[config.mk]
export PLATFORM = sky130hd
export DESIGN_NAME = splitter_fanout_scheduler_flat
export DESIGN_NICKNAME = d
export VERILOG_FILES = /design/src/rtl/splitter_fanout_scheduler_if.sv /design/src/rtl/splitter_fanout_scheduler.sv /design/src/flat_wrapper.sv
export SDC_FILE = /design/constraint.sdc
export NUM_CORES = 1
export LEC_CHECK = 0
export BUFFER_PORTS_ARGS = -buffer_cell sky130_fd_sc_hd__buf_2
export CORE_ASPECT_RATIO = 2
export CORE_UTILIZATION = 45
export DETAILED_ROUTE_END_ITERATION = 7
export HOLD_SLACK_MARGIN = 0.15
export PLACE_DENSITY = 0.73
export SYNTH_ARGS = -nofsm -noshare
export SYNTH_HDL_FRONTEND = slang
export SYNTH_SLANG_ARGS = --single-unit
[constraint.sdc]
create_clock -name clk -period 2.4 [get_ports clk]
set_clock_uncertainty 0.05 [all_clocks]
set_input_delay 0.6 -clock clk [delete_from_list [all_inputs] [get_ports clk]]
set_output_delay 0.6 -clock clk [all_outputs]
set_load 0.1 [all_outputs]
[src/rtl/splitter_fanout_scheduler_if.sv]
// Requester-side and tree-side signal bundle of the splitter fan-out scheduler.
// The master side drives requests and masks; the slave side is the scheduler itself.
interface splitter_fanout_scheduler_if #(
    parameter int NUM_REQ = 4,
    parameter int CNT_W   = 16
);
    localparam int ID_W = $clog2(NUM_REQ);

    logic [NUM_REQ-1:0]   req;
    logic [NUM_REQ*8-1:0] mask;
    logic [NUM_REQ-1:0]   ack;
    logic [7:0]           pulse_out;
    logic                 pulse_valid;
    logic [ID_W-1:0]      grant_id;
    logic                 busy;
    logic [CNT_W-1:0]     fire_count;

    modport master (
        output req, mask,
        input  ack, pulse_out, pulse_valid, grant_id, busy, fire_count
    );

    modport slave (
        input  req, mask,
        output ack, pulse_out, pulse_valid, grant_id, busy, fire_count
    );
endinterface

[src/rtl/splitter_fanout_scheduler.sv]
// Round-robin scheduler that fires one gated lane pulse into the 8-lane splitter
// tree per grant and then holds the tree idle for a recovery gap.
module splitter_fanout_scheduler #(
    parameter int NUM_REQ    = 4,
    parameter int GAP_CYCLES = 3,
    parameter int CNT_W      = 16
) (
    input  logic                      clk,
    input  logic                      rst_n,
    splitter_fanout_scheduler_if.slave bus
);
    localparam int ID_W  = $clog2(NUM_REQ);
    localparam int GAP_W = $clog2(GAP_CYCLES) + 1;

    generate
        if (GAP_CYCLES < 1) begin : g_bad_gap
            $error("GAP_CYCLES must be at least 1");
        end
        if (NUM_REQ < 2 || NUM_REQ > 8) begin : g_bad_num_req
            $error("NUM_REQ must be in the range 2..8");
        end
    endgenerate

    typedef enum logic [1:0] {
        S_IDLE = 2'd0,
        S_FIRE = 2'd1,
        S_GAP  = 2'd2
    } state_t;

    state_t             r_state;
    logic [GAP_W-1:0]   r_gap_cnt;
    logic [ID_W-1:0]    r_last;
    logic [NUM_REQ-1:0] r_ack;
    logic [7:0]         r_pulse_out;
    logic               r_pulse_valid;
    logic [ID_W-1:0]    r_grant_id;
    logic               r_busy;
    logic [CNT_W-1:0]   r_fire_count;

    logic [7:0]           w_lane_mask [NUM_REQ];
    logic [2*NUM_REQ-1:0] w_req2;
    logic [NUM_REQ-1:0]   w_rot;
    logic [ID_W-1:0]      w_off;
    logic [ID_W:0]        w_sum;
    logic [ID_W-1:0]      w_winner;
    logic [7:0]           w_win_mask;
    logic                 w_arb;
    logic                 w_grant;

    genvar gi;
    generate
        for (gi = 0; gi < NUM_REQ; gi++) begin : g_lane
            assign w_lane_mask[gi] = bus.mask[8*gi +: 8];
        end
    endgenerate

    // Rotate so bit 0 is the requester just after the last grant; the lowest set
    // bit of the rotated vector is then the round-robin winner.
    assign w_req2 = {bus.req, bus.req};
    assign w_rot  = NUM_REQ'(w_req2 >> ({1'b0, r_last} + (ID_W+1)'(1)));

    always_comb begin
        w_off = '0;
        for (int k = NUM_REQ - 1; k >= 0; k--) begin
            if (w_rot[k]) begin
                w_off = ID_W'(k);
            end
        end
    end

    assign w_sum      = {1'b0, r_last} + (ID_W+1)'(1) + {1'b0, w_off};
    assign w_winner   = (w_sum >= (ID_W+1)'(NUM_REQ)) ? ID_W'(w_sum - (ID_W+1)'(NUM_REQ))
                                                      : ID_W'(w_sum);
    assign w_win_mask = w_lane_mask[w_winner];

    assign w_arb   = (r_state == S_IDLE) || ((r_state == S_GAP) && (r_gap_cnt == '0));
    assign w_grant = w_arb && (bus.req != '0);

    always_ff @(posedge clk or negedge rst_n) begin
        if (!rst_n) begin
            r_state       <= S_IDLE;
            r_gap_cnt     <= '0;
            r_last        <= ID_W'(NUM_REQ - 1);
            r_ack         <= '0;
            r_pulse_out   <= '0;
            r_pulse_valid <= 1'b0;
            r_grant_id    <= '0;
            r_busy        <= 1'b0;
            r_fire_count  <= '0;
        end else begin
            r_ack         <= '0;
            r_pulse_out   <= '0;
            r_pulse_valid <= 1'b0;
            if (w_grant) begin
                // Outputs for the FIRE cycle are loaded here so they are registered.
                r_state       <= S_FIRE;
                r_last        <= w_winner;
                r_grant_id    <= w_winner;
                r_ack         <= {{(NUM_REQ-1){1'b0}}, 1'b1} << w_winner;
                r_pulse_out   <= w_win_mask;
                r_pulse_valid <= (w_win_mask != 8'h00);
                r_busy        <= 1'b1;
                if ((w_win_mask != 8'h00) && (r_fire_count != '1)) begin
                    r_fire_count <= r_fire_count + CNT_W'(1);
                end
            end else begin
                case (r_state)
                    S_IDLE: begin
                        r_busy <= 1'b0;
                    end
                    S_FIRE: begin
                        // A zero-mask grant never touched the tree, so no recovery.
                        if (r_pulse_valid) begin
                            r_state   <= S_GAP;
                            r_gap_cnt <= GAP_W'(GAP_CYCLES - 1);
                            r_busy    <= 1'b1;
                        end else begin
                            r_state <= S_IDLE;
                            r_busy  <= 1'b0;
                        end
                    end
                    S_GAP: begin
                        if (r_gap_cnt != '0) begin
                            r_gap_cnt <= r_gap_cnt - GAP_W'(1);
                        end else begin
                            r_state <= S_IDLE;
                            r_busy  <= 1'b0;
                        end
                    end
                    default: begin
                        r_state <= S_IDLE;
                        r_busy  <= 1'b0;
                    end
                endcase
            end
        end
    end

    assign bus.ack         = r_ack;
    assign bus.pulse_out   = r_pulse_out;
    assign bus.pulse_valid = r_pulse_valid;
    assign bus.grant_id    = r_grant_id;
    assign bus.busy        = r_busy;
    assign bus.fire_count  = r_fire_count;
endmodule
[src/flat_wrapper.sv]
// flat-port wrapper written by rule: the top's interface ports become plain ports
module splitter_fanout_scheduler_flat 
#(
    parameter int NUM_REQ    = 4,
    parameter int GAP_CYCLES = 3,
    parameter int CNT_W      = 16
)
  (clk, rst_n, bus_req, bus_mask, bus_ack, bus_pulse_out, bus_pulse_valid, bus_grant_id, bus_busy, bus_fire_count);
  splitter_fanout_scheduler_if #(.NUM_REQ(NUM_REQ), .CNT_W(CNT_W)) bus_i ();
  input  logic clk;
  input  logic rst_n;
  input wire logic [$bits(bus_i.req)-1:0] bus_req;
  input wire logic [$bits(bus_i.mask)-1:0] bus_mask;
  output wire logic [$bits(bus_i.ack)-1:0] bus_ack;
  output wire logic [$bits(bus_i.pulse_out)-1:0] bus_pulse_out;
  output wire logic [$bits(bus_i.pulse_valid)-1:0] bus_pulse_valid;
  output wire logic [$bits(bus_i.grant_id)-1:0] bus_grant_id;
  output wire logic [$bits(bus_i.busy)-1:0] bus_busy;
  output wire logic [$bits(bus_i.fire_count)-1:0] bus_fire_count;
  assign bus_i.req = bus_req;
  assign bus_i.mask = bus_mask;
  assign bus_ack = bus_i.ack;
  assign bus_pulse_out = bus_i.pulse_out;
  assign bus_pulse_valid = bus_i.pulse_valid;
  assign bus_grant_id = bus_i.grant_id;
  assign bus_busy = bus_i.busy;
  assign bus_fire_count = bus_i.fire_count;
  splitter_fanout_scheduler #(.NUM_REQ(NUM_REQ), .GAP_CYCLES(GAP_CYCLES), .CNT_W(CNT_W)) u_core (.clk(clk), .rst_n(rst_n), .bus(bus_i));
endmodule
==> reports/metrics.yaml <==
finalPower_mw: 4.74
peakVddDrop_mv: 1.23
syn_area_sq_mm: 0.00206
worstPathRequired_ps: 2540
cts-root-buf: "clkbuf_8"
dieWidth_um: 49.9
initial_utilization_pct: 47.1
clkPwrFrac_pct: 11.6
numClockSinks: 39
failed_checks: "setup timing"
cts_buffer_depth: 2
yosysSeqAreaShare_pct: 47.5
synth_edf_count: 0
switchingPower_mw: 2.36
final_common_cell: "buf_2"
critPathMaxStageDelay_ps: 590
power.leakage_nw: 1.39
hold_violations: 0
crit_path_start_kind: "flop"
avgSynthCellArea_sq_um: 11.1
seqPwrFrac_pct: 21.7
slew_headroom_pct: 43.9
critPathMostFrequentCell: "xnor2_4"
syn2layout_area_growth_pct: 38.0
setup_viol: 24
synthCells: 186
period_share_pct: 108
die_h_um: 97.7
firstDrtPassIters: 4
port-buffer-count: 69
crit_path_end: "u_core.bus.fire_count[1]$_DFFE_PN0P_"
fin_ws_ps: -195
synth_nets: 228
final_cell_mix: "buf_2, dfrtp_1, buf_4"
pwr-share-comb_pct: 66.8
place.gp.congestion: 0.847
synth_warnings: 0
hpwl_mm: 3.83
synth.distinct_cells: 43
via_per_inst: 5.43
cp_max_fo: 7
crit_type: "flop to flop"
dp_cells: 321
via_count: 1812
rsz0062_at_grt: "true"
slowest_stage: "dfstp_2"
pin_count: 70
path_buf_inv: 1
overflow: 0
final_cell_count_no_fill: 334
clk_pin_slew_worst_paths_ps: 80
first_iter_violations: 37
grt_max_degree: 40
timing.rr.start: "u_core.r_last[0]$_DFFE_PN1P_"
fillers: 365
grtUsageTotal_pct: 23.5
worstSetupStartpoint: "u_core.r_last[0]$_DFFE_PN1P_"
drtAntennaViolNets: 0
coreArea_sq_mm: 0.00438
wl_mm: 5.18
drc_errors: 0
whs_ps: 347
drive_gt1_share_pct: 45.4
n_antenna_cell: 0
rows: 34
r2r_setup_slack_ps: -190
final_core_util_pct: 64.9
synth_top_flop_cell: "dfrtp_1"
rr_worst_depth: 10
p_per_area_mw_per_mm2: 1670
clock_latency_ps: 300
layout.nets: 321
yosys_register_bits: 39
min_period_ps: 2590
critPathCaptureType: "flop"
worstPathArrival_ps: 2730
cts_tree: "yes"
holdCritPathClass: "primary input to async pin"
r2r_end: "u_core.bus.fire_count[1]$_DFFE_PN0P_"
finish.instance_area_sq_mm: 0.00285
dpl_cell_area_sq_mm: 0.00259
status: "finished with violations"
switching_share_pct: 49.9
htree_levels: 2
die-area_sq_mm: 0.00487
p_int_mw: 2.38
cp_num_cells: 10
worstMarginPinSlew_ps: 842
maxCapViolations: 0
slew_violations: 0
path_cells: "nor2_1, a221o_1, a21oi_2, ha_4, xnor2_4, xnor2_4, mux2i_4, buf_6, nand2_4, mux2_4"
grt_pass1_wl_mm: 8.60
cts-buffers-inserted: 5
async_reset_ff_share_pct: 100
critical-path-top-delay-family: "flip-flops"
wl_per_cell_um: 15.5
max_freq_ghz: 0.385
grt_pass1_vias: 1891
antenna_found_initial: 0
==> power groups by stage <==
stage | clock network [mW] | registers [mW] | logic [mW]
after floorplan | 0 | 2.08 | 1.17
after global placement | 0 | 1.03 | 2.75
after detailed placement | 0 | 1.03 | 2.79
after CTS | 0.564 | 1.02 | 3.02
after global routing | 0.595 | 1.05 | 3.34
final | 0.548 | 1.03 | 3.16
==> final cells by class <==
| type | count | area [sq um] | share of cell area, % |
|---|---|---|---|
| Clock buffer | 5 | 68.8 | 2.42 |
| Clock inverter | 3 | 43.8 | 1.54 |
| Multi-Input combinational cell | 135 | 1120 | 39.5 |
| Tap cell | 54 | 67.6 | 2.37 |
| Inverter | 5 | 18.8 | 0.660 |
| Sequential cell | 39 | 978 | 34.4 |
| Timing Repair Buffer | 93 | 544 | 19.1 |
==> Yosys cell counts, drive strengths merged (2+ instances only) <==
cell type / count / area share, %
nand2: 16 / 3.0
and4: 4 / 1.7
and3: 9 / 2.7
clkbuf: 3 / 0.55
dfrtp: 37 / 45
mux2: 2 / 1.3
nand4: 3 / 0.91
and2: 12 / 3.6
nand3: 15 / 3.6
xnor2: 17 / 7.6
buf: 4 / 1.4
inv: 5 / 0.91
o21ai: 7 / 1.7
ha: 4 / 2.4
a21oi: 3 / 0.73
dfstp: 2 / 2.5
o22ai: 2 / 0.91
mux4: 8 / 8.9
nor2: 7 / 1.3
nor4: 8 / 2.4
nor2b: 3 / 0.91
==> worst min-delay path by stage <==
| stage | from | endpoint | slack (ps) | cells after the start |
|---|---|---|---|---|
| after floorplan | rst_n | u_core.bus.ack[0]$_DFF_PN0_ | 250 | 0 |
| after global placement | u_core.r_gap_cnt[2]$_DFFE_PN0P_ | u_core.r_gap_cnt[2]$_DFFE_PN0P_ | 420 | 1 |
| after detailed placement | u_core.bus.grant_id[0]$_DFFE_PN0P_ | u_core.bus.grant_id[0]$_DFFE_PN0P_ | 420 | 2 |
| after CTS | rst_n | u_core.bus.ack[1]$_DFF_PN0_ | 380 | 1 |
| after global routing | rst_n | u_core.bus.fire_count[10]$_DFFE_PN0P_ | 430 | 1 |
| final | rst_n | u_core.bus.ack[1]$_DFF_PN0_ | 350 | 1 |
==> worst register-to-register path, cell delays in order, from the launching register on <==
cell,delay (ps)
dfstp_2,590
nor2_1,50
a221o_1,360
a21oi_2,190
ha_4,180
xnor2_4,140
xnor2_4,160
mux2i_4,280
buf_6,140
nand2_4,50
mux2_4,290
==> sequential cells by signal, indices dropped and copies added, names as in the netlist <==
name	cells
u_core.bus.fire_count	16
u_core.bus.pulse_out	8
u_core.bus.ack	4
u_core.r_gap_cnt	3
u_core.bus.grant_id	2
u_core.r_last	2
u_core.r_state	2
u_core.bus.busy	1
u_core.bus.pulse_valid	1
==> through the flow <==
step | worst slack, ps | setup TNS (ps)
2_1_floorplan | -196 | -3060
3_3_place_gp | -322 | -6340
3_5_place_dp | -433 | -8850
4_1_cts | -198 | -4010
5_1_grt | -309 | -6710
6_report | -195 | -3240
==> routing by layer <==
layer / vias up / share of wire (%) / global-route usage [%]
li1: 860 / - / -
met1: 871 / 35 / 24.5
met2: 60 / 58 / 42.2
met3: 21 / 3.2 / 4.05
met4: 0 / 4.4 / 13.8
met5: - / 0 / 0
==> logic make-up after synthesis <==
group / Yosys count / synth area share, %
AOI/OAI and AO/OA: 21 / 6.92
xor gates and xnor gates: 17 / 7.58
adders and majority gates: 4 / 2.43
buffers and inverters: 12 / 2.85
DFF: 39 / 47.5
muxes: 11 / 10.9
and+or+nand+nor: 82 / 21.9
==> repair_timing <==
item	in CTS	in global routing
buffers inserted	4	0
setup endpoints to repair	26	31
hold buffers	0	0
gates resized for setup	13	11
gates cloned	1	0
pin swaps	9	8
hold endpoints to repair	0	0
No activity file was read; power rests on OpenSTA's default activity.
